==> src/rtl/ser_pkg.sv <==
// Shared definitions for the parametrised serializer: state encoding,
// parity type constants and the effective-length rule.
package ser_pkg;

  typedef logic [0:0] ser_state_t;

  localparam ser_state_t ST_IDLE  = 1'b0;
  localparam ser_state_t ST_SHIFT = 1'b1;

  localparam logic PAR_EVEN = 1'b0;
  localparam logic PAR_ODD  = 1'b1;

  // Length 0 means a full word; anything longer than the word is clamped.
  function automatic int unsigned ser_eff_len(input int unsigned len,
                                              input int unsigned dw);
    return ((len == 0) || (len > dw)) ? dw : len;
  endfunction

endpackage

==> src/rtl/ser_bit_counter.sv <==
// Bit-position counter for the serializer: clear, Tick-gated increment,
// and a terminal flag when the count reaches len-1. Saturates there.
module ser_bit_counter #(
  parameter int unsigned CNT_W = 4
) (
  input  logic             clk,
  input  logic             rst_n,
  input  logic             clr,
  input  logic             inc,
  input  logic [CNT_W-1:0] len,
  output logic [CNT_W-1:0] cnt,
  output logic             term
);

  logic [CNT_W-1:0] cnt_d, cnt_q;

  assign term = (cnt_q == (len - CNT_W'(1)));
  assign cnt  = cnt_q;

  // Clear wins; otherwise advance on an enabled Tick but never past len-1.
  always_comb begin
    cnt_d = cnt_q;
    if (clr)               cnt_d = '0;
    else if (inc && !term) cnt_d = cnt_q + CNT_W'(1);
  end

  // Counter state.
  always_ff @(posedge clk or negedge rst_n) begin
    if (!rst_n) cnt_q <= '0;
    else        cnt_q <= cnt_d;
  end

endmodule

==> src/rtl/param_serializer.sv <==
// Parallel-in/serial-out engine with valid/ready load, runtime frame
// length, selectable bit order, Tick-paced shifting, abort and done strobe.
// Optional parity output enabled by defining SER_PARITY_EN.
module param_serializer
  import ser_pkg::*;
#(
  parameter int unsigned DATA_WIDTH = 8,
  parameter int unsigned CNT_W      = $clog2(DATA_WIDTH) + 1,
  parameter logic        IDLE_LEVEL = 1'b1
) (
  input  logic                  CLK,
  input  logic                  RST,
  input  logic [DATA_WIDTH-1:0] P_Data,
  input  logic [CNT_W-1:0]      Data_Len,
  input  logic                  MSB_First,
  input  logic                  Data_Valid,
  output logic                  Data_Ready,
  input  logic                  Tick,
  input  logic                  Abort,
`ifdef SER_PARITY_EN
  input  logic                  Par_Type,
  output logic                  Par_Bit,
`endif
  output logic                  S_Data,
  output logic                  S_Busy,
  output logic                  S_Done
);

  ser_state_t            state_d, state_q;
  logic [DATA_WIDTH-1:0] data_d, data_q;
  logic [CNT_W-1:0]      len_d, len_q;
  logic                  msb_d, msb_q;
  logic                  sdata_d, sdata_q;
  logic                  done_d, done_q;

  logic [CNT_W-1:0]      ld_len;
  logic [CNT_W-1:0]      cnt;
  logic                  cnt_term;
  logic                  ld_fire, tk_fire;
  logic [CNT_W-1:0]      ld_idx, nxt_idx;
  logic                  ld_bit, nxt_bit;

  assign ld_len  = CNT_W'(ser_eff_len(32'(Data_Len), DATA_WIDTH));
  assign ld_fire = (state_q == ST_IDLE)  && Data_Valid && !Abort;
  assign tk_fire = (state_q == ST_SHIFT) && Tick && !Abort;

  ser_bit_counter #(.CNT_W(CNT_W)) u_cnt (
    .clk   (CLK),
    .rst_n (RST),
    .clr   (ld_fire | Abort | (tk_fire & cnt_term)),
    .inc   (tk_fire),
    .len   (len_q),
    .cnt   (cnt),
    .term  (cnt_term)
  );

  // First bit to present on the load edge and the next bit after a Tick.
  // Variable selects are unrolled so index width never matters.
  always_comb begin
    ld_idx  = MSB_First ? (ld_len - CNT_W'(1)) : '0;
    nxt_idx = msb_q ? (len_q - CNT_W'(2) - cnt) : (cnt + CNT_W'(1));
    ld_bit  = 1'b0;
    nxt_bit = 1'b0;
    for (int i = 0; i < int'(DATA_WIDTH); i++) begin
      if (ld_idx  == CNT_W'(i)) ld_bit  = P_Data[i];
      if (nxt_idx == CNT_W'(i)) nxt_bit = data_q[i];
    end
  end

  // Frame FSM: Abort overrides everything; load only from IDLE; Tick only
  // advances in SHIFT, and the terminal Tick returns to IDLE with done.
  always_comb begin
    state_d = state_q;
    data_d  = data_q;
    len_d   = len_q;
    msb_d   = msb_q;
    sdata_d = sdata_q;
    done_d  = 1'b0;
    if (Abort) begin
      state_d = ST_IDLE;
      sdata_d = IDLE_LEVEL;
    end else if (state_q == ST_IDLE) begin
      sdata_d = IDLE_LEVEL;
      if (Data_Valid) begin
        state_d = ST_SHIFT;
        data_d  = P_Data;
        len_d   = ld_len;
        msb_d   = MSB_First;
        sdata_d = ld_bit;
      end
    end else if (Tick) begin
      if (cnt_term) begin
        state_d = ST_IDLE;
        sdata_d = IDLE_LEVEL;
        done_d  = 1'b1;
      end else begin
        sdata_d = nxt_bit;
      end
    end
  end

  // Frame state registers.
  always_ff @(posedge CLK or negedge RST) begin
    if (!RST) begin
      state_q <= ST_IDLE;
      data_q  <= '0;
      len_q   <= CNT_W'(DATA_WIDTH);
      msb_q   <= 1'b0;
      sdata_q <= IDLE_LEVEL;
      done_q  <= 1'b0;
    end else begin
      state_q <= state_d;
      data_q  <= data_d;
      len_q   <= len_d;
      msb_q   <= msb_d;
      sdata_q <= sdata_d;
      done_q  <= done_d;
    end
  end

  assign S_Data     = sdata_q;
  assign S_Done     = done_q;
  assign S_Busy     = (state_q == ST_SHIFT);
  assign Data_Ready = (state_q == ST_IDLE);

`ifdef SER_PARITY_EN
  logic par_d, par_q;

  // Parity over the active bits only, captured at load and held after
  // abort until the next load.
  always_comb begin
    par_d = par_q;
    if (ld_fire) begin
      par_d = Par_Type;
      for (int i = 0; i < int'(DATA_WIDTH); i++)
        if (CNT_W'(i) < ld_len) par_d = par_d ^ P_Data[i];
    end
  end

  // Parity register.
  always_ff @(posedge CLK or negedge RST) begin
    if (!RST) par_q <= 1'b0;
    else      par_q <= par_d;
  end

  assign Par_Bit = par_q;
`endif

endmodule
==> config.mk <==
export PLATFORM = sky130hd
export DESIGN_NAME = param_serializer
export DESIGN_NICKNAME = d
export VERILOG_FILES = /design/src/rtl/ser_pkg.sv /design/src/rtl/ser_bit_counter.sv /design/src/rtl/param_serializer.sv
export SDC_FILE = /design/constraint.sdc
export NUM_CORES = 1
export LEC_CHECK = 0
export CAP_MARGIN = 25
export CORE_ASPECT_RATIO = 0.8
export CORE_MARGIN = 1.5
export CORE_UTILIZATION = 30
export CTS_BUF_LIST = sky130_fd_sc_hd__clkbuf_4
export DETAILED_ROUTE_END_ITERATION = 7
export RECOVER_POWER = 50
export SYNTH_ARGS = -nofsm -noshare
export SYNTH_HDL_FRONTEND = slang
export SYNTH_HIERARCHICAL = 1
export SYNTH_SLANG_ARGS = --single-unit
==> constraint.sdc <==
create_clock -name CLK -period 3.2 [get_ports CLK]
set_clock_uncertainty 0.2 [all_clocks]
set_input_delay 0.64 -clock CLK [delete_from_list [all_inputs] [get_ports CLK]]
set_output_delay 0.64 -clock CLK [all_outputs]
set_load 0.1 [all_outputs]
==> results of run 1 <==
==> worst max-delay path by stage <==
stage | cells past startpoint | to
after floorplan | 11 | u_cnt/cnt[3]$_DFFE_PN0P_
after detailed placement | 10 | u_cnt/cnt[3]$_DFFE_PN0P_
final | 10 | u_cnt/cnt[3]$_DFFE_PN0P_
after global placement | 11 | u_cnt/cnt[0]$_DFFE_PN0P_
after CTS | 10 | u_cnt/cnt[3]$_DFFE_PN0P_
after global routing | 10 | u_cnt/cnt[3]$_DFFE_PN0P_
==> critical path, cell delays in order (launching register included) <==
cell     delay, ns
dfrtp_1       0.44
inv_1         0.07
ha_1          0.14
xnor3_1       0.40
and3_1        0.20
and2_2        0.21
a31oi_2       0.22
nand2_2       0.12
or3b_2        0.48
or3_1         0.32
nand3_1       0.09
==> state kept, by name, summed over array words and instances, names as in the netlist <==
name / count
S_Busy: 1
S_Done: 1
S_Data: 1
u_cnt/cnt: 4
data_q: 8
len_q: 4
msb_q: 1
==> area by class of cell <==
type                       instances  area [µm²]  share of cell area, %
multi-input combinational        115       919.6                  50.17
sequential                        20       503.0                  27.44
timing repair buffer              26       226.5                  12.35
inverter                          15       56.30                  3.072
clock inverter                     1       30.03                  1.638
clock buffer                       3       22.52                  1.229
tap                               60       75.07                  4.096
==> cells by family after synthesis <==
logic type / Yosys count / share of synthesized area, %
compound gates: 31 / 14.41
xor+xnor: 11 / 7.782
fa+ha+maj: 9 / 7.947
buf+inv: 19 / 6.457
flops: 20 / 33.28
mux: 18 / 13.66
simple gates: 46 / 16.47
==> stage by stage <==
step / instance area (µm²) / total power [µW] / hold WS [ns] / utilization (%) / worst slack [ns]
after global routing: 1833 / 878.6 / 0.3381 / 38.94 / 0.03518
after CTS: 1828 / 824.7 / 0.3247 / 38.84 / 0.1835
after floorplan: 1511 / 527.0 / 0.1444 / - / 0.2633
final: 1833 / 821.0 / 0.3176 / 38.94 / 0.2520
after global placement: 1775 / 606.3 / 0.2897 / 37.72 / 0.2690
after detailed placement: 1775 / 606.3 / 0.2943 / 37.72 / 0.2031
==> routing by layer <==
| layer | GRT usage (%) | vias up | routed length, µm |
|---|---|---|---|
| li1 | - | 606 | - |
| met1 | 20.03 | 559 | 1648 |
| met2 | 19.00 | 33 | 1372 |
| met3 | 3.014 | 2 | 156 |
| met4 | 1.271 | 0 | 12 |
| met5 | 0 | - | 0 |
==> power groups by stage <==
stage	Clock [µW]	Sequential (µW)	Combinational [µW]
final	218	319	284
after global routing	237	324	319
after CTS	222	319	284
after detailed placement	0	324	283
after global placement	0	324	283
after floorplan	0	327	200
==> timing repair <==
item / 4_1_cts / 5_1_grt
endpoints found under the setup margin: 0 / 2
gates resized for setup: 0 / 2
setup buffers: 0 / 1
==> cells in the final DEF, fill, tap and decap left out, types with 3 or more instances in the layout <==
| cell type | count |
|---|---|
| dfrtp_1 | 18 |
| clkdlybuf4s50_1 | 16 |
| inv_1 | 15 |
| mux2_2 | 11 |
| nor2_1 | 10 |
| nand2_1 | 8 |
| ha_1 | 8 |
| xor2_1 | 7 |
| o21ai_0 | 6 |
| mux2i_1 | 6 |
| buf_4 | 6 |
| nand3_1 | 5 |
| a21oi_1 | 4 |
| nand2b_1 | 3 |
| nor3_1 | 3 |
| nor2b_1 | 3 |
| a211oi_1 | 3 |
| clkbuf_4 | 3 |
| clkbuf_1 | 3 |
==> reports/results.txt, run 1 <==
Hold EP: data_q[3]$_DFFE_PN0P_
Pwr Density: 447.9 mW/mm²
Pins Over Slew Limit: 0
DR WL/cell: 13.29 µm
DRC viols: 0
CP Launch Type: flop
Number of CTS-inserted buffers: 3
Register area share after synthesis: 33.28%
Layout cells sized above 1: 17.22%
Setup violators final: 0
CTS tree: built
Vias: 1200
Min-Delay Path Class: reg2reg
Worst reg2reg setup slack: 0.25 ns
CTS Buffer Depth: 2
Synth area leader: dfrtp_1
Arrival time worst endpoint: 3.01 ns
Maximum capacitance violations: 0
Fin nets: 208
Logic gate share of total power: 34.6%
Area growth from synthesis to layout: 21.27%
DR pass1 iterations: 4
GR Util All Layers: 13.09%
CP Capture Type: flop
Worst R2R Start: len_q[0]$_DFFE_PN0P_
Tmin final: 2.948 ns
Fin cells: 240
Worst-path maximum fanout: 6
Sequential share of power: 38.8%
Yosys warns: 6
R2r endpoint: u_cnt/cnt[3]$_DFFE_PN0P_
RSZ-0062 raised after global routing: no
Ys async rst share: 100.0%
# rows: 22
NetSw: 267.7 µW
Critical hold path startpoint: data_q[3]$_DFFE_PN0P_
Final WL: 3190 µm
DRT antenna net count: 0
Root buf cell: clkbuf_4
Synthesized area: 0.001511 mm²
Post-synth top cells: 18 x dfrtp_1, 15 x inv_1, 11 x mux2_2
Least-Margin Pin Slew: 1.164 ns
Initial antenna violation count: 0
Overall die width: 82.36 µm
Crit Path Class: reg2reg
FF+latch count, synth: 20
ANT cells: 0
Iteration-0 DRC count of the detailed router: 122
Clk pwr share: 26.5%
Distinct cells, synth: 47
Clock sink count: 20
Routability Congestion: 0.9008
H-tree depth: 1
Clk slew on worst S/H paths: 0.13 ns
Rel. slew slack: 22.41%
Via density: 5.000
Final setup TNS: 0 ns
Syn avg cell area: 9.815 µm²
GR Overflow Total: 0
Die area: 0.005476 mm²
Port Buf Inserts: 21
Post-synth EDFFs: 0
Status: completed
# fillers: 486
Io pins: 22
Pint: 553.3 µW
Worst VDD drop: 0.1931 mV
Post-Syn Instances: 154
Vias in the first global route: 1098
First-pass GRT wire length: 5499 µm
Pin count of the biggest net entering global routing: 21
Lkg Pwr: 0.0008167 µW
Die height: 66.49 µm
Syn_nets: 181
Period utilisation layout: 92.12%
Dpl cells: 235
Hold-critical path depth: 1
Most numerous cell in the Yosys netlist: dfrtp_1
Ys flop type: dfrtp_1
Initial Util: 32.11%
FF-to-FF path depth: 10
Core footprint: 0.004707 mm²
Net Sw Frac: 32.60%
Synth top area cells: dfrtp_1 30%, mux2_2 8.2%, ha_1 6.6%
Maximum clock frequency: 339.2 MHz
CP startpoint: len_q[0]$_DFFE_PN0P_
Crit path required time: 3.26 ns
HPWL Detailed: 2487 µm
Final hold violations: 0
Worst skew pair latency: 0.31 ns
Yosys top cell area share: 29.80%
CTS Hold Bufs: 0
No activity file was read; power rests on OpenSTA's default activity.
==> inputs of run 2 (changes only) <==
clock period = 2.95 ns   (was 3.2 ns; I/O delays follow)
==> run 2 against run 1 <==
  * Clock power grew 7%
  * Wire length rose by 8.8%
  * Non-clock buffer count up 4
  * Critical path depth decreased by 2
  * Die area unchanged
  * Largest cell class unchanged
  * Highest routed layer unchanged
==> reports/results.txt, run 2 (synthesis results as in run 1) <==
Final hold violations: 0 (unchanged)
Period utilisation layout: 95.47% (+3.3 points)
GR Overflow Total: 0 (unchanged)
Vias: 1221 (+1.8%)
Worst stage delay on the critical path: 0.49 ns (about the same)
Die height: 66.49 µm (unchanged)
Worst VDD drop: 0.2299 mV (+19%)
Maximum clock frequency: 355.1 MHz (+4.7%)
Crit path required time: 3.01 ns (-0.25 ns)
Clk slew on worst S/H paths: 0.13 ns (about the same)
Layout cells sized above 1: 20.11% (+2.9 points)
Design Area, Final: 0.001883 mm² (+2.7%)
CP Capture Type: flop
Max FFs per register: 8 (unchanged)
CP bufs+invs: 0 (-1)
CP Launch Type: flop
DRT antenna net count: 0 (unchanged)
Worst Slack Setup Final: 0.1337 ns (-0.1183 ns)
Initial antenna violation count: 0 (unchanged)
Final setup TNS: 0 ns (unchanged)
Worst skew pair latency: 0.31 ns (about the same)
Routability Congestion: 0.7964 (-12%)
Worst R2R Start: u_cnt/cnt[2]$_DFFE_PN0P_
Maximum capacitance violations: 0 (unchanged)
Hold EP: data_q[4]$_DFFE_PN0P_
Least-Margin Pin Slew: 1.157 ns (-0.006447 ns)
FF-to-FF path depth: 8 (-2)
NetSw: 296.6 µW (+11%)
Total power: 900.4 µW (+9.7%)
Setup WS pre-CTS: -0.02815 ns (-0.2313 ns)
Io pins: 22 (unchanged)
Final WL: 3472 µm (+8.8%)
Pwr Density: 478.2 mW/mm² (+6.8%)
Hold-critical path depth: 1 (unchanged)
Lkg Pwr: 0.0008430 µW (+3.2%)
# rows: 22 (unchanged)
CTS tree: built
Most frequent cells in the layout: 18 x dfrtp_1, 15 x inv_1, 15 x clkdlybuf4s50_1, 11 x mux2_2, 11 x buf_4
Die area: 0.005476 mm² (unchanged)
Setup violators final: 0 (unchanged)
Via density: 5.004 (about the same)
Root buf cell: clkbuf_4
Critical hold path startpoint: data_q[4]$_DFFE_PN0P_
Initial Util: 32.11% (unchanged)
H-tree depth: 1 (unchanged)
Crit Path Class: reg2reg
DR WL/cell: 14.23 µm (+7.1%)
Pins Over Slew Limit: 0 (unchanged)
GR Util All Layers: 14.47% (+1.4 points)
Cell family with most CP delay: simple AND/OR/NAND/NOR gates
Clock sink count: 20 (unchanged)
CTS Hold Bufs: 0 (unchanged)
Commonest non-fill, non-tap cell in the layout: dfrtp_1
Iteration-0 DRC count of the detailed router: 81 (-34%)
First-pass GRT wire length: 6003 µm (+9.2%)
Min-Delay Path Class: reg2reg
Overall die width: 82.36 µm (unchanged)
Worst-path maximum fanout: 5 (-1)
DRC viols: 0 (unchanged)
Status: completed
Rel. slew slack: 23.18% (+0.76 points)
Port Buf Inserts: 21 (unchanged)
DR pass1 iterations: 4 (unchanged)
Arrival time worst endpoint: 2.88 ns (-0.13 ns)
Area growth from synthesis to layout: 24.59%
Placed instance area: 0.001805 mm² (+1.7%)
Largest Register: data_q
Fin nets: 212 (+1.9%)
Logic gate share of total power: 35.9% (+1.3 points)
Max stage delay cell, worst path: or3b_2
Core footprint: 0.004707 mm² (unchanged)
Net Sw Frac: 32.94% (+0.34 points)
RSZ-0062 raised after global routing: no
CTS Buffer Depth: 2 (unchanged)
Clk pwr share: 25.9% (-0.6 points)
R2r endpoint: u_cnt/cnt[3]$_DFFE_PN0P_
Number of CTS-inserted buffers: 3 (unchanged)
Sequential share of power: 38.2% (-0.6 points)
ANT cells: 0 (unchanged)
Vias in the first global route: 1251 (+14%)
Pint: 603.8 µW (+9.1%)
Crit-path cells: xnor3_1 -> and3_1 -> and2_2 -> a31oi_4 -> nand2_2 -> or3b_2 -> or3_1 -> nand3_1
HPWL Detailed: 2659 µm (+6.9%)
Worst reg2reg setup slack: 0.13 ns (-0.12 ns)
Tmin final: 2.816 ns (-0.1317 ns)
Pin count of the biggest net entering global routing: 21 (unchanged)
==> run 2: repair_timing <==
item | 4_1_cts | 5_1_grt
gates resized for setup | 3 | 1
setup endpoints to repair | 2 | 3
pin swaps | 1 | 1
setup buffers | 1 | 0
==> run 2: cell type report <==
| class | count | area [µm²] |
|---|---|---|
| well taps | 60 | 75.07 |
| clock inverters | 1 | 30.03 |
| fillers | 458 | 2824 |
| flip-flops and latches | 20 | 503.0 |
| multi-input cells | 115 | 935.9 |
| repair buffers | 30 | 260.3 |
| inverters | 15 | 56.30 |
| clock buffers | 3 | 22.52 |
==> run 2: worst register-to-register path: cells and delay by family (launching register included) <==
kind            cells  cell delay, ns
simple gates        6            1.44
xor+xnor            1            0.47
flops               1            0.44
compound gates      1            0.22
==> run 2: worst max path at each step <==
stage          depth (start not counted)                      from                  endpoint
6_report                               8  u_cnt/cnt[2]$_DFFE_PN0P_  u_cnt/cnt[3]$_DFFE_PN0P_
5_1_grt                                8  u_cnt/cnt[2]$_DFFE_PN0P_  u_cnt/cnt[3]$_DFFE_PN0P_
4_1_cts                               10      len_q[1]$_DFFE_PN0P_  u_cnt/cnt[3]$_DFFE_PN0P_
3_5_place_dp                          10      len_q[1]$_DFFE_PN0P_  u_cnt/cnt[3]$_DFFE_PN0P_
3_3_place_gp                          10      len_q[0]$_DFFE_PN0P_  u_cnt/cnt[3]$_DFFE_PN0P_
2_1_floorplan                         11      len_q[0]$_DFFE_PN0P_  u_cnt/cnt[3]$_DFFE_PN0P_
==> run 2: metal layers <==
| layer | share of wire [%] | global-route usage [%] | up-vias |
|---|---|---|---|
| met1 | 50 | 19.61 | 587 |
| li1 | - | - | 614 |
| met5 | 0 | 0 | - |
| met4 | 0.32 | 1.271 | 0 |
| met2 | 47 | 24.19 | 18 |
| met3 | 2.5 | 3.288 | 2 |
==> run 2: power by group through the flow <==
stage	Sequential (µW)	Clock [µW]	Combinational, µW
after floorplan	354	0	217
after global placement	348	0	318
after detailed placement	349	0	319
after CTS	344	240	324
after global routing	351	246	355
final	344	233	323
==> run 2: through the flow <==
step	hold WS [ns]	utilization, %	instances
6_report	0.3177	40.01	244
5_1_grt	0.3384	40.01	244
4_1_cts	0.3249	40.01	244
3_5_place_dp	0.2952	38.36	239
3_3_place_gp	0.2906	38.36	239
2_1_floorplan	0.09441	-	154
